[src/rtl/hazard_ctrl_if.sv]
// Signal bundle between the pipeline registers / memory port and the hazard controller.
// The pipeline side uses the master modport; hazard_ctrl uses the slave modport.
interface hazard_ctrl_if #(
  parameter int unsigned REG_ADDR_W = 5,
  parameter int unsigned CNT_W      = 16
) ();
  logic                  memread_id_ex;
  logic [REG_ADDR_W-1:0] dst_reg_id_ex;
  logic [REG_ADDR_W-1:0] src_reg1_if_id;
  logic [REG_ADDR_W-1:0] src_reg2_if_id;
  logic                  src1_used;
  logic                  src2_used;
  logic                  memread_ex_mem;
  logic                  memwrite_ex_mem;
  logic                  mem_ready;
  logic                  branch_taken_ex;
  logic                  int_req;
  logic                  hazard;
  logic                  stall_if_id;
  logic                  bubble_id_ex;
  logic                  stall_mem;
  logic                  flush_if_id;
  logic                  flush_id_ex;
  logic                  int_ack;
  logic [CNT_W-1:0]      stall_count;

  modport master (
    output memread_id_ex, dst_reg_id_ex, src_reg1_if_id, src_reg2_if_id, src1_used, src2_used,
    output memread_ex_mem, memwrite_ex_mem, mem_ready, branch_taken_ex, int_req,
    input  hazard, stall_if_id, bubble_id_ex, stall_mem, flush_if_id, flush_id_ex, int_ack,
    input  stall_count
  );

  modport slave (
    input  memread_id_ex, dst_reg_id_ex, src_reg1_if_id, src_reg2_if_id, src1_used, src2_used,
    input  memread_ex_mem, memwrite_ex_mem, mem_ready, branch_taken_ex, int_req,
    output hazard, stall_if_id, bubble_id_ex, stall_mem, flush_if_id, flush_id_ex, int_ack,
    output stall_count
  );
endinterface

[src/rtl/hazard_ctrl.sv]
// Load-use hazard detection, memory-access pipeline stall FSM, branch/interrupt flush
// sequencing and a saturating stalled-cycle counter for the in-order core.
module hazard_ctrl #(
  parameter int unsigned REG_ADDR_W       = 5,
  parameter int unsigned MEM_STALL_CYCLES = 1,
  parameter bit          USE_MEM_READY    = 1'b0,
  parameter bit          ZERO_REG_EXEMPT  = 1'b1,
  parameter int unsigned CNT_W            = 16
) (
  input logic          clk,
  input logic          rst_n,
  hazard_ctrl_if.slave hz
);
  localparam int unsigned CntW = (MEM_STALL_CYCLES < 1) ? 1 : $clog2(MEM_STALL_CYCLES + 1);

  typedef enum logic [1:0] {StIdle, StWait, StRelease} state_e;

  state_e           r_state, w_state_d;
  logic [CntW-1:0]  r_cnt, w_cnt_d;
  logic             r_stall_mem, w_stall_mem_d;
  logic             r_int_pending;
  logic [CNT_W-1:0] r_stall_count;

  logic w_memop, w_dst_zero, w_src_hit, w_hazard, w_ready_ok, w_int_ack, w_branch;

  assign w_branch   = hz.branch_taken_ex;
  assign w_memop    = hz.memread_ex_mem | hz.memwrite_ex_mem;
  assign w_dst_zero = ZERO_REG_EXEMPT && (hz.dst_reg_id_ex == '0);
  assign w_src_hit  = ((hz.dst_reg_id_ex == hz.src_reg1_if_id) && hz.src1_used) ||
                      ((hz.dst_reg_id_ex == hz.src_reg2_if_id) && hz.src2_used);
  assign w_hazard   = hz.memread_id_ex & ~w_dst_zero & w_src_hit;
  assign w_ready_ok = hz.mem_ready | ~USE_MEM_READY;

  // Interrupts only go in on a clean IDLE cycle so the flush never races a stall or branch.
  assign w_int_ack  = r_int_pending & (r_state == StIdle) & ~w_memop & ~w_branch &
                      ~w_hazard & ~r_stall_mem;

  always_comb begin
    w_state_d     = r_state;
    w_cnt_d       = r_cnt;
    w_stall_mem_d = r_stall_mem;
    unique case (r_state)
      StIdle: begin
        if (w_memop) begin
          w_state_d     = StWait;
          w_cnt_d       = CntW'(MEM_STALL_CYCLES - 1);
          w_stall_mem_d = 1'b1;
        end
      end
      StWait: begin
        if (r_cnt != '0) begin
          w_cnt_d = r_cnt - CntW'(1);
        end else if (w_ready_ok) begin
          w_state_d     = StRelease;
          w_stall_mem_d = 1'b0;
        end
      end
      StRelease: begin
        w_state_d = StIdle;
      end
      default: begin
        w_state_d     = StIdle;
        w_stall_mem_d = 1'b0;
      end
    endcase
  end

  always_ff @(posedge clk) begin
    if (!rst_n) begin
      r_state       <= StIdle;
      r_cnt         <= '0;
      r_stall_mem   <= 1'b0;
      r_int_pending <= 1'b0;
      r_stall_count <= '0;
    end else begin
      r_state       <= w_state_d;
      r_cnt         <= w_cnt_d;
      r_stall_mem   <= w_stall_mem_d;
      r_int_pending <= w_int_ack ? 1'b0 : (r_int_pending | hz.int_req);
      if (r_stall_mem && (r_stall_count != {CNT_W{1'b1}})) begin
        r_stall_count <= r_stall_count + CNT_W'(1);
      end
    end
  end

  assign hz.hazard       = w_hazard;
  assign hz.stall_mem    = r_stall_mem;
  assign hz.stall_if_id  = r_stall_mem | (w_hazard & ~w_branch & ~w_int_ack);
  assign hz.bubble_id_ex = ~r_stall_mem & w_hazard & ~w_branch & ~w_int_ack;
  assign hz.flush_if_id  = ~r_stall_mem & (w_branch | w_int_ack);
  assign hz.flush_id_ex  = ~r_stall_mem & (w_branch | w_int_ack);
  assign hz.int_ack      = w_int_ack;
  assign hz.stall_count  = r_stall_count;
endmodule

[src/flat_wrapper.sv]
// flat-port wrapper written by rule: the top's interface ports become plain ports
module hazard_ctrl_flat 
#(
  parameter int unsigned REG_ADDR_W       = 5,
  parameter int unsigned MEM_STALL_CYCLES = 1,
  parameter bit          USE_MEM_READY    = 1'b0,
  parameter bit          ZERO_REG_EXEMPT  = 1'b1,
  parameter int unsigned CNT_W            = 16
)
  (clk, rst_n, hz_memread_id_ex, hz_dst_reg_id_ex, hz_src_reg1_if_id, hz_src_reg2_if_id, hz_src1_used, hz_src2_used, hz_memread_ex_mem, hz_memwrite_ex_mem, hz_mem_ready, hz_branch_taken_ex, hz_int_req, hz_hazard, hz_stall_if_id, hz_bubble_id_ex, hz_stall_mem, hz_flush_if_id, hz_flush_id_ex, hz_int_ack, hz_stall_count);
  hazard_ctrl_if #(.REG_ADDR_W(REG_ADDR_W), .CNT_W(CNT_W)) hz_i ();
  input logic clk;
  input logic rst_n;
  input wire logic [$bits(hz_i.memread_id_ex)-1:0] hz_memread_id_ex;
  input wire logic [$bits(hz_i.dst_reg_id_ex)-1:0] hz_dst_reg_id_ex;
  input wire logic [$bits(hz_i.src_reg1_if_id)-1:0] hz_src_reg1_if_id;
  input wire logic [$bits(hz_i.src_reg2_if_id)-1:0] hz_src_reg2_if_id;
  input wire logic [$bits(hz_i.src1_used)-1:0] hz_src1_used;
  input wire logic [$bits(hz_i.src2_used)-1:0] hz_src2_used;
  input wire logic [$bits(hz_i.memread_ex_mem)-1:0] hz_memread_ex_mem;
  input wire logic [$bits(hz_i.memwrite_ex_mem)-1:0] hz_memwrite_ex_mem;
  input wire logic [$bits(hz_i.mem_ready)-1:0] hz_mem_ready;
  input wire logic [$bits(hz_i.branch_taken_ex)-1:0] hz_branch_taken_ex;
  input wire logic [$bits(hz_i.int_req)-1:0] hz_int_req;
  output wire logic [$bits(hz_i.hazard)-1:0] hz_hazard;
  output wire logic [$bits(hz_i.stall_if_id)-1:0] hz_stall_if_id;
  output wire logic [$bits(hz_i.bubble_id_ex)-1:0] hz_bubble_id_ex;
  output wire logic [$bits(hz_i.stall_mem)-1:0] hz_stall_mem;
  output wire logic [$bits(hz_i.flush_if_id)-1:0] hz_flush_if_id;
  output wire logic [$bits(hz_i.flush_id_ex)-1:0] hz_flush_id_ex;
  output wire logic [$bits(hz_i.int_ack)-1:0] hz_int_ack;
  output wire logic [$bits(hz_i.stall_count)-1:0] hz_stall_count;
  assign hz_i.memread_id_ex = hz_memread_id_ex;
  assign hz_i.dst_reg_id_ex = hz_dst_reg_id_ex;
  assign hz_i.src_reg1_if_id = hz_src_reg1_if_id;
  assign hz_i.src_reg2_if_id = hz_src_reg2_if_id;
  assign hz_i.src1_used = hz_src1_used;
  assign hz_i.src2_used = hz_src2_used;
  assign hz_i.memread_ex_mem = hz_memread_ex_mem;
  assign hz_i.memwrite_ex_mem = hz_memwrite_ex_mem;
  assign hz_i.mem_ready = hz_mem_ready;
  assign hz_i.branch_taken_ex = hz_branch_taken_ex;
  assign hz_i.int_req = hz_int_req;
  assign hz_hazard = hz_i.hazard;
  assign hz_stall_if_id = hz_i.stall_if_id;
  assign hz_bubble_id_ex = hz_i.bubble_id_ex;
  assign hz_stall_mem = hz_i.stall_mem;
  assign hz_flush_if_id = hz_i.flush_if_id;
  assign hz_flush_id_ex = hz_i.flush_id_ex;
  assign hz_int_ack = hz_i.int_ack;
  assign hz_stall_count = hz_i.stall_count;
  hazard_ctrl #(.REG_ADDR_W(REG_ADDR_W), .MEM_STALL_CYCLES(MEM_STALL_CYCLES), .USE_MEM_READY(USE_MEM_READY), .ZERO_REG_EXEMPT(ZERO_REG_EXEMPT), .CNT_W(CNT_W)) u_core (.clk(clk), .rst_n(rst_n), .hz(hz_i));
endmodule
[config.mk]
export PLATFORM = sky130hd
export DESIGN_NAME = hazard_ctrl_flat
export DESIGN_NICKNAME = d
export VERILOG_FILES = /design/src/rtl/hazard_ctrl_if.sv /design/src/rtl/hazard_ctrl.sv /design/src/flat_wrapper.sv
export SDC_FILE = /design/constraint.sdc
export NUM_CORES = 1
export LEC_CHECK = 0
export ABC_AREA = 0
export ABC_CLOCK_PERIOD_IN_PS = 1600
export BUFFER_PORTS_ARGS = -buffer_cell sky130_fd_sc_hd__buf_2
export CORE_AREA = 2 2 58 60
export CTS_CLUSTER_DIAMETER = 100
export CTS_CLUSTER_SIZE = 30
export DETAILED_ROUTE_END_ITERATION = 8
export DIE_AREA = 0 0 60 62
export GPL_TIMING_DRIVEN = 1
export PLACE_DENSITY = 0.79
export SLEW_MARGIN = 20
export SYNTH_ARGS = -nofsm -noshare
export SYNTH_HDL_FRONTEND = slang
export SYNTH_SLANG_ARGS = --single-unit
[constraint.sdc]
create_clock -name clk -period 1.6 [get_ports clk]
set_input_delay 0.08 -clock clk [delete_from_list [all_inputs] [get_ports clk]]
set_output_delay 0.08 -clock clk [all_outputs]
set_load 0.02 [all_outputs]
==> results of run 1 <==
## power groups by stage
stage	clock (mW)	combinational (mW)	sequential, mW
after floorplan	0	0.103	0.554
after global placement	0	0.206	0.535
after detailed placement	0	0.209	0.536
after CTS	0.367	0.245	0.526
after global routing	0.396	0.278	0.531
final	0.368	0.251	0.529
## path summary, 6_finish.rpt
check                                              start                         to  slack, ns  depth (start not counted)
worst max-delay path                 u_core.hz.stall_mem             hz_flush_id_ex      0.008                          6
worst max register to register  u_core.hz.stall_count[0]  u_core.hz.stall_count[11]       0.03                          6
worst min register to register         u_core.r_state[0]          u_core.r_state[0]       0.48                          1
worst min-delay path                               rst_n  u_core.hz.stall_count[14]        0.1                          3
## registers in the layout (all words and copies together), names as in the netlist
name and flops:
u_core.r_state 2, u_core.hz.stall_mem 1, u_core.hz.stall_count 16, u_core.r_int_pending 1
## routing by layer
| metal | wire length, µm | up-vias | global-route usage [%] |
|---|---|---|---|
| li1 | - | 647 | - |
| met1 | 1270 | 599 | 19.2 |
| met2 | 1570 | 48 | 34.2 |
| met3 | 206 | 11 | 4.76 |
| met4 | 94 | 0 | 8.89 |
| met5 | 0 | - | 0 |
## worst max-delay path, delay by kind of cell (launching register included)
| kind | cells | cell delay (ns) |
|---|---|---|
| AO/OA/AOI/OAI | 2 | 0.32 |
| buffers and inverters | 2 | 0.26 |
| flip-flops | 1 | 0.34 |
| AND/OR/NAND/NOR | 2 | 0.27 |
## cells by family after synthesis
group	share of synthesized area, %
flops	33.5
compound gates	17.8
xor+xnor	8.07
simple gates	28.6
fa+ha+maj	1.05
mux	6.71
buf+inv	4.19
## synth_stat cells, drive strengths merged, types with 4 or more instances
cell type | number | area share, %
nand2 | 16 | 5.0
o31ai | 4 | 2.5
nor3 | 4 | 1.7
or4 | 4 | 2.5
nor4 | 4 | 2.1
mux2i | 8 | 6.7
buf | 4 | 2.3
nand2b | 9 | 4.7
o21a | 4 | 2.5
a21oi | 9 | 3.8
dfxtp | 20 | 34
and4 | 4 | 3.1
nand3 | 8 | 3.8
nor2 | 7 | 2.2
xor2 | 9 | 6.6
## placed cells by master, fill, tap and decap left out, types with 4 or more instances in the layout
cell	n
nor3_1	4
dfxtp_2	10
dfxtp_1	8
nor2_1	6
nand2_1	16
mux2i_1	8
a21oi_1	7
buf_4	22
nor4_1	4
buf_2	44
and4_4	4
nand3_1	6
nand2b_1	8
xor2_1	9
o21a_1	4
## area by class of cell
| cell class | instances | area (µm²) |
|---|---|---|
| Multi-Input combinational cell | 112 | 808 |
| Inverter | 3 | 11.3 |
| Sequential cell | 20 | 420 |
| Fill cell | 302 | 1420 |
| Clock buffer | 4 | 47.5 |
| Timing Repair Buffer | 69 | 419 |
| Tap cell | 46 | 57.6 |
## what timing repair did
item / in CTS / in global routing
setup buffers: 5 / 0
gates resized for setup: 8 / 14
pin swaps: 1 / 5
hold buffers: 0 / 0
endpoints found under the setup margin: 2 / 8
## stage by stage
stage	util [%]	hold slack (ns)
3_5_place_dp	50.3	0.426
5_1_grt	55.5	0.113
3_3_place_gp	50.3	0.410
6_report	55.5	0.0955
4_1_cts	53.7	0.0961
2_1_floorplan	-	0.228
==> reports/results.tsv, run 1 <==
metric	value	unit
avgSynthCellArea	8.41	µm²
ys_seq_elements	20	
final_cells	254	
cts_htree_levels	1	
cts.sinks	20	
die_area	3720	µm²
path_common_cell	buf_6	
vias	1305	
synth_edf_count	0	
async_flop_share	0	%
yosysSeqAreaShare	33.5	%
clockRootBuffer	clkbuf_4	
start_util	37.5	%
rows	21	
clock.fmax	0.628	GHz
status	finished clean	
slew_viol_final	0	
setup_viol	0	
crit_type	reg -> out	
post-place-ws	0.0204	ns
diodes	0	
leakage	0.766	nW
synth_area	1190	µm²
post-route-period-util	99.5	%
layout-drive-gt1-share	48.6	%
overflow	0	
finClkSkew	0.00701	ns
min_path_type	in -> reg	
io_pins	48	
synthCells	142	
sw_frac_of_total	27.9	%
grt_pass1_vias	1222	
area_growth	47.8	%
drt-total-wl	3150	µm
grtUsageTotal	18.4	%
yosys_most_used_dff	dfxtp_1	
cts_tree	yes	
path_clk_slew	0.12	ns
synth.distinct_cells	39	
worst_pin_slew	0.476	ns
seq_power_share	46.1	%
ys.warnings.count	0	
drt_iter0_drc	22	
vdd_ir_drop_max	0.317	mV
drc	0	
worst_ep_arrival_time	1.51	ns
fin_nets	235	
critPathSlowestCell	dfxtp_2	
postRouteAntennaNets	0	
setup-tns-final	0	ns
crit_required	1.52	ns
drt_pass1_iterations	4	
port-buffer-count	46	
viasPerCell	5.14	
routabilityCongestion	0.778	
layout_min_cycle_time	1.59	ns
detailed_place_hpwl	2260	µm
numCtsBuffers	3	
hold_viol	0	
cts_buffer_depth	2	
relSlewSlack	68.3	%
post_dp_cell_area	1600	µm²
cp_max_fo	2	
grt_max_degree	24	
crit_chain	buf_6 > nor2_4 > and4_4 > o21a_1 > o31a_1 > buf_6	
fin_area	1760	µm²
crit_path_start_kind	register	
die_w	60	µm
power_frac_clock	32.1	%
synthesis.nets	168	
grt_pass1_wl	5150	µm
fp.dieH	62	µm
p_comb_share	21.9	%
avgRoutedWirePerCell	12.4	µm
placed_cells_incl_taps	245	
p_int	0.829	mW
setup.worst_path.end_class	output port	
cp_slowest_stage_delay	0.34	ns
grt_setup_unrepaired	true	
clk_latency	0.33	ns
setup_slack	0.00806	ns
p_switching	0.320	mW
power_density	651	nW/µm²
core-area	3180	µm²
drv_cap	0	
antenna_found_initial	0	
finalPower	1.15	mW
Power figures use the tool's default switching activity.
==> run 2: changes to the inputs <==
- CORE_AREA: 2 2 58 60 -> 2 2 48 72
- DIE_AREA: 0 0 60 62 -> 0 0 50 74
==> reports/results.tsv, run 2 (synthesized netlist as in run 1, its figures left out) <==
metric	value	unit
status	finished clean	
p_switching	0.304	mW
grt_max_degree	24	
p_comb_share	20.4	%
grt_pass1_wl	5060	µm
rows	25	
crit_path_start_kind	register	
sw_frac_of_total	27.8	%
largest_reg_flops	16	
power_density	644	nW/µm²
cts.sinks	20	
drt-total-wl	3180	µm
vdd_ir_drop_max	0.338	mV
postRouteAntennaNets	0	
start_util	38.5	%
layout_min_cycle_time	1.59	ns
relSlewSlack	75.8	%
cts_tree	yes	
seq_power_share	48.9	%
worst_pin_slew	0.360	ns
routabilityCongestion	0.811	
crit_required	1.80	ns
cp_top_family	simple AND/OR/NAND/NOR gates	
finClkSkew	0.00624	ns
cp_slowest_stage_delay	0.53	ns
post_dp_cell_area	1570	µm²
p_int	0.789	mW
layout-drive-gt1-share	46.8	%
die_w	50	µm
seqCellArea	422	µm²
nFillCells	311	
overflow	0	
cp_max_fo	5	
io_pins	48	
clock.fmax	0.630	GHz
finalPower	1.09	mW
layout_commonest_cell	buf_2	
drv_cap	0	
crit_chain	ha_4 > and4_4 > o311ai_2 > or4_1 > a21oi_2	
fin_nets	230	
diodes	0	
multi_input_area	797	µm²
viasPerCell	5.36	
critPathSlowestCell	or4_1	
cts_buffer_depth	2	
leakage	0.737	nW
core-area	3100	µm²
path_clk_slew	0.08	ns
detailed_place_hpwl	2330	µm
drc	0	
fin_area	1700	µm²
area_growth	42.3	%
die_area	3700	µm²
crit_type	reg -> reg	
slew_viol_final	0	
numCtsBuffers	3	
fp.dieH	74	µm
power_frac_clock	30.8	%
min_path_type	in -> reg	
grtUsageTotal	17.6	%
vias	1302	
setup_viol	0	
cts_htree_levels	1	
layout_common_cells	buf_2 (44), buf_4 (19), nand2_1 (16)	
cts_hold_buf	0	
port-buffer-count	46	
path_buf_inv	0	
hold_viol	0	
grt_pass1_vias	1217	
grt_setup_unrepaired	true	
drt_iter0_drc	33	
antenna_found_initial	0	
drt_pass1_iterations	5	
post-route-period-util	99.2	%
avgRoutedWirePerCell	13.1	µm
worst_ep_arrival_time	1.79	ns
clockRootBuffer	clkbuf_8	
clk_latency	0.26	ns
setup.worst_path.end_class	register	
## run 2: metal layers
| layer | track usage, % | vias up | routed length (µm) |
|---|---|---|---|
| li1 | - | 639 | - |
| met1 | 18.4 | 594 | 1170 |
| met2 | 33.5 | 62 | 1750 |
| met3 | 2.81 | 7 | 194 |
| met4 | 8.33 | 0 | 59 |
| met5 | 0 | - | 0 |
## run 2: what timing repair did
item                                    in CTS  in global routing
buffers inserted                             0                  3
endpoints found under the setup margin       6                 11
gates resized for setup                      3                 16
pin swaps                                    0                  5
## run 2: worst paths after layout
kind,start,endpoint,slack [ns],cells after the start
setup / recovery,u_core.hz.stall_count[1],u_core.hz.stall_count[14],0.01,5
hold / removal,rst_n,u_core.hz.stall_count[8],0.15,3
hold reg to reg,u_core.r_state[0],u_core.r_state[0],0.46,1
setup reg to reg,u_core.hz.stall_count[1],u_core.hz.stall_count[14],0.01,5
## run 2: power by group through the flow
stage               combinational [mW]  clock (mW)  sequential, mW
floorplan                        0.103           0           0.554
global placement                 0.195           0           0.541
detailed placement               0.200           0           0.542
CTS                              0.203       0.343           0.534
global route                     0.244       0.361           0.537
finish                           0.223       0.337           0.534
## run 2: layout make-up
| cell class | count | area share, % |
|---|---|---|
| multi-input combinational | 112 | 46.9 |
| timing repair buffer | 64 | 22.0 |
| clock inverter | 1 | 0.221 |
| tap | 40 | 2.95 |
| clock buffer | 3 | 2.43 |
| inverter | 3 | 0.663 |
| sequential | 20 | 24.8 |
## run 2: per-stage QoR
step | std cells | TNS [ns] | hold slack [ns] | utilization (%) | worst slack [ns]
5_1_grt | 243 | -0.0930 | 0.173 | 54.9 | -0.0426
2_1_floorplan | 142 | -0.0261 | 0.228 | - | -0.0261
3_3_place_gp | 236 | 0 | 0.402 | 50.7 | 0.0239
3_5_place_dp | 236 | -0.00466 | 0.414 | 50.7 | -0.00466
4_1_cts | 240 | 0 | 0.148 | 52.6 | 0.000200
6_report | 243 | 0 | 0.154 | 54.9 | 0.0129
## run 2: tightest hold or removal path, delay by kind of cell
family | cells | cell delay, ns
buffers and inverters | 2 | 0.19
and+or+nand+nor | 1 | 0.11
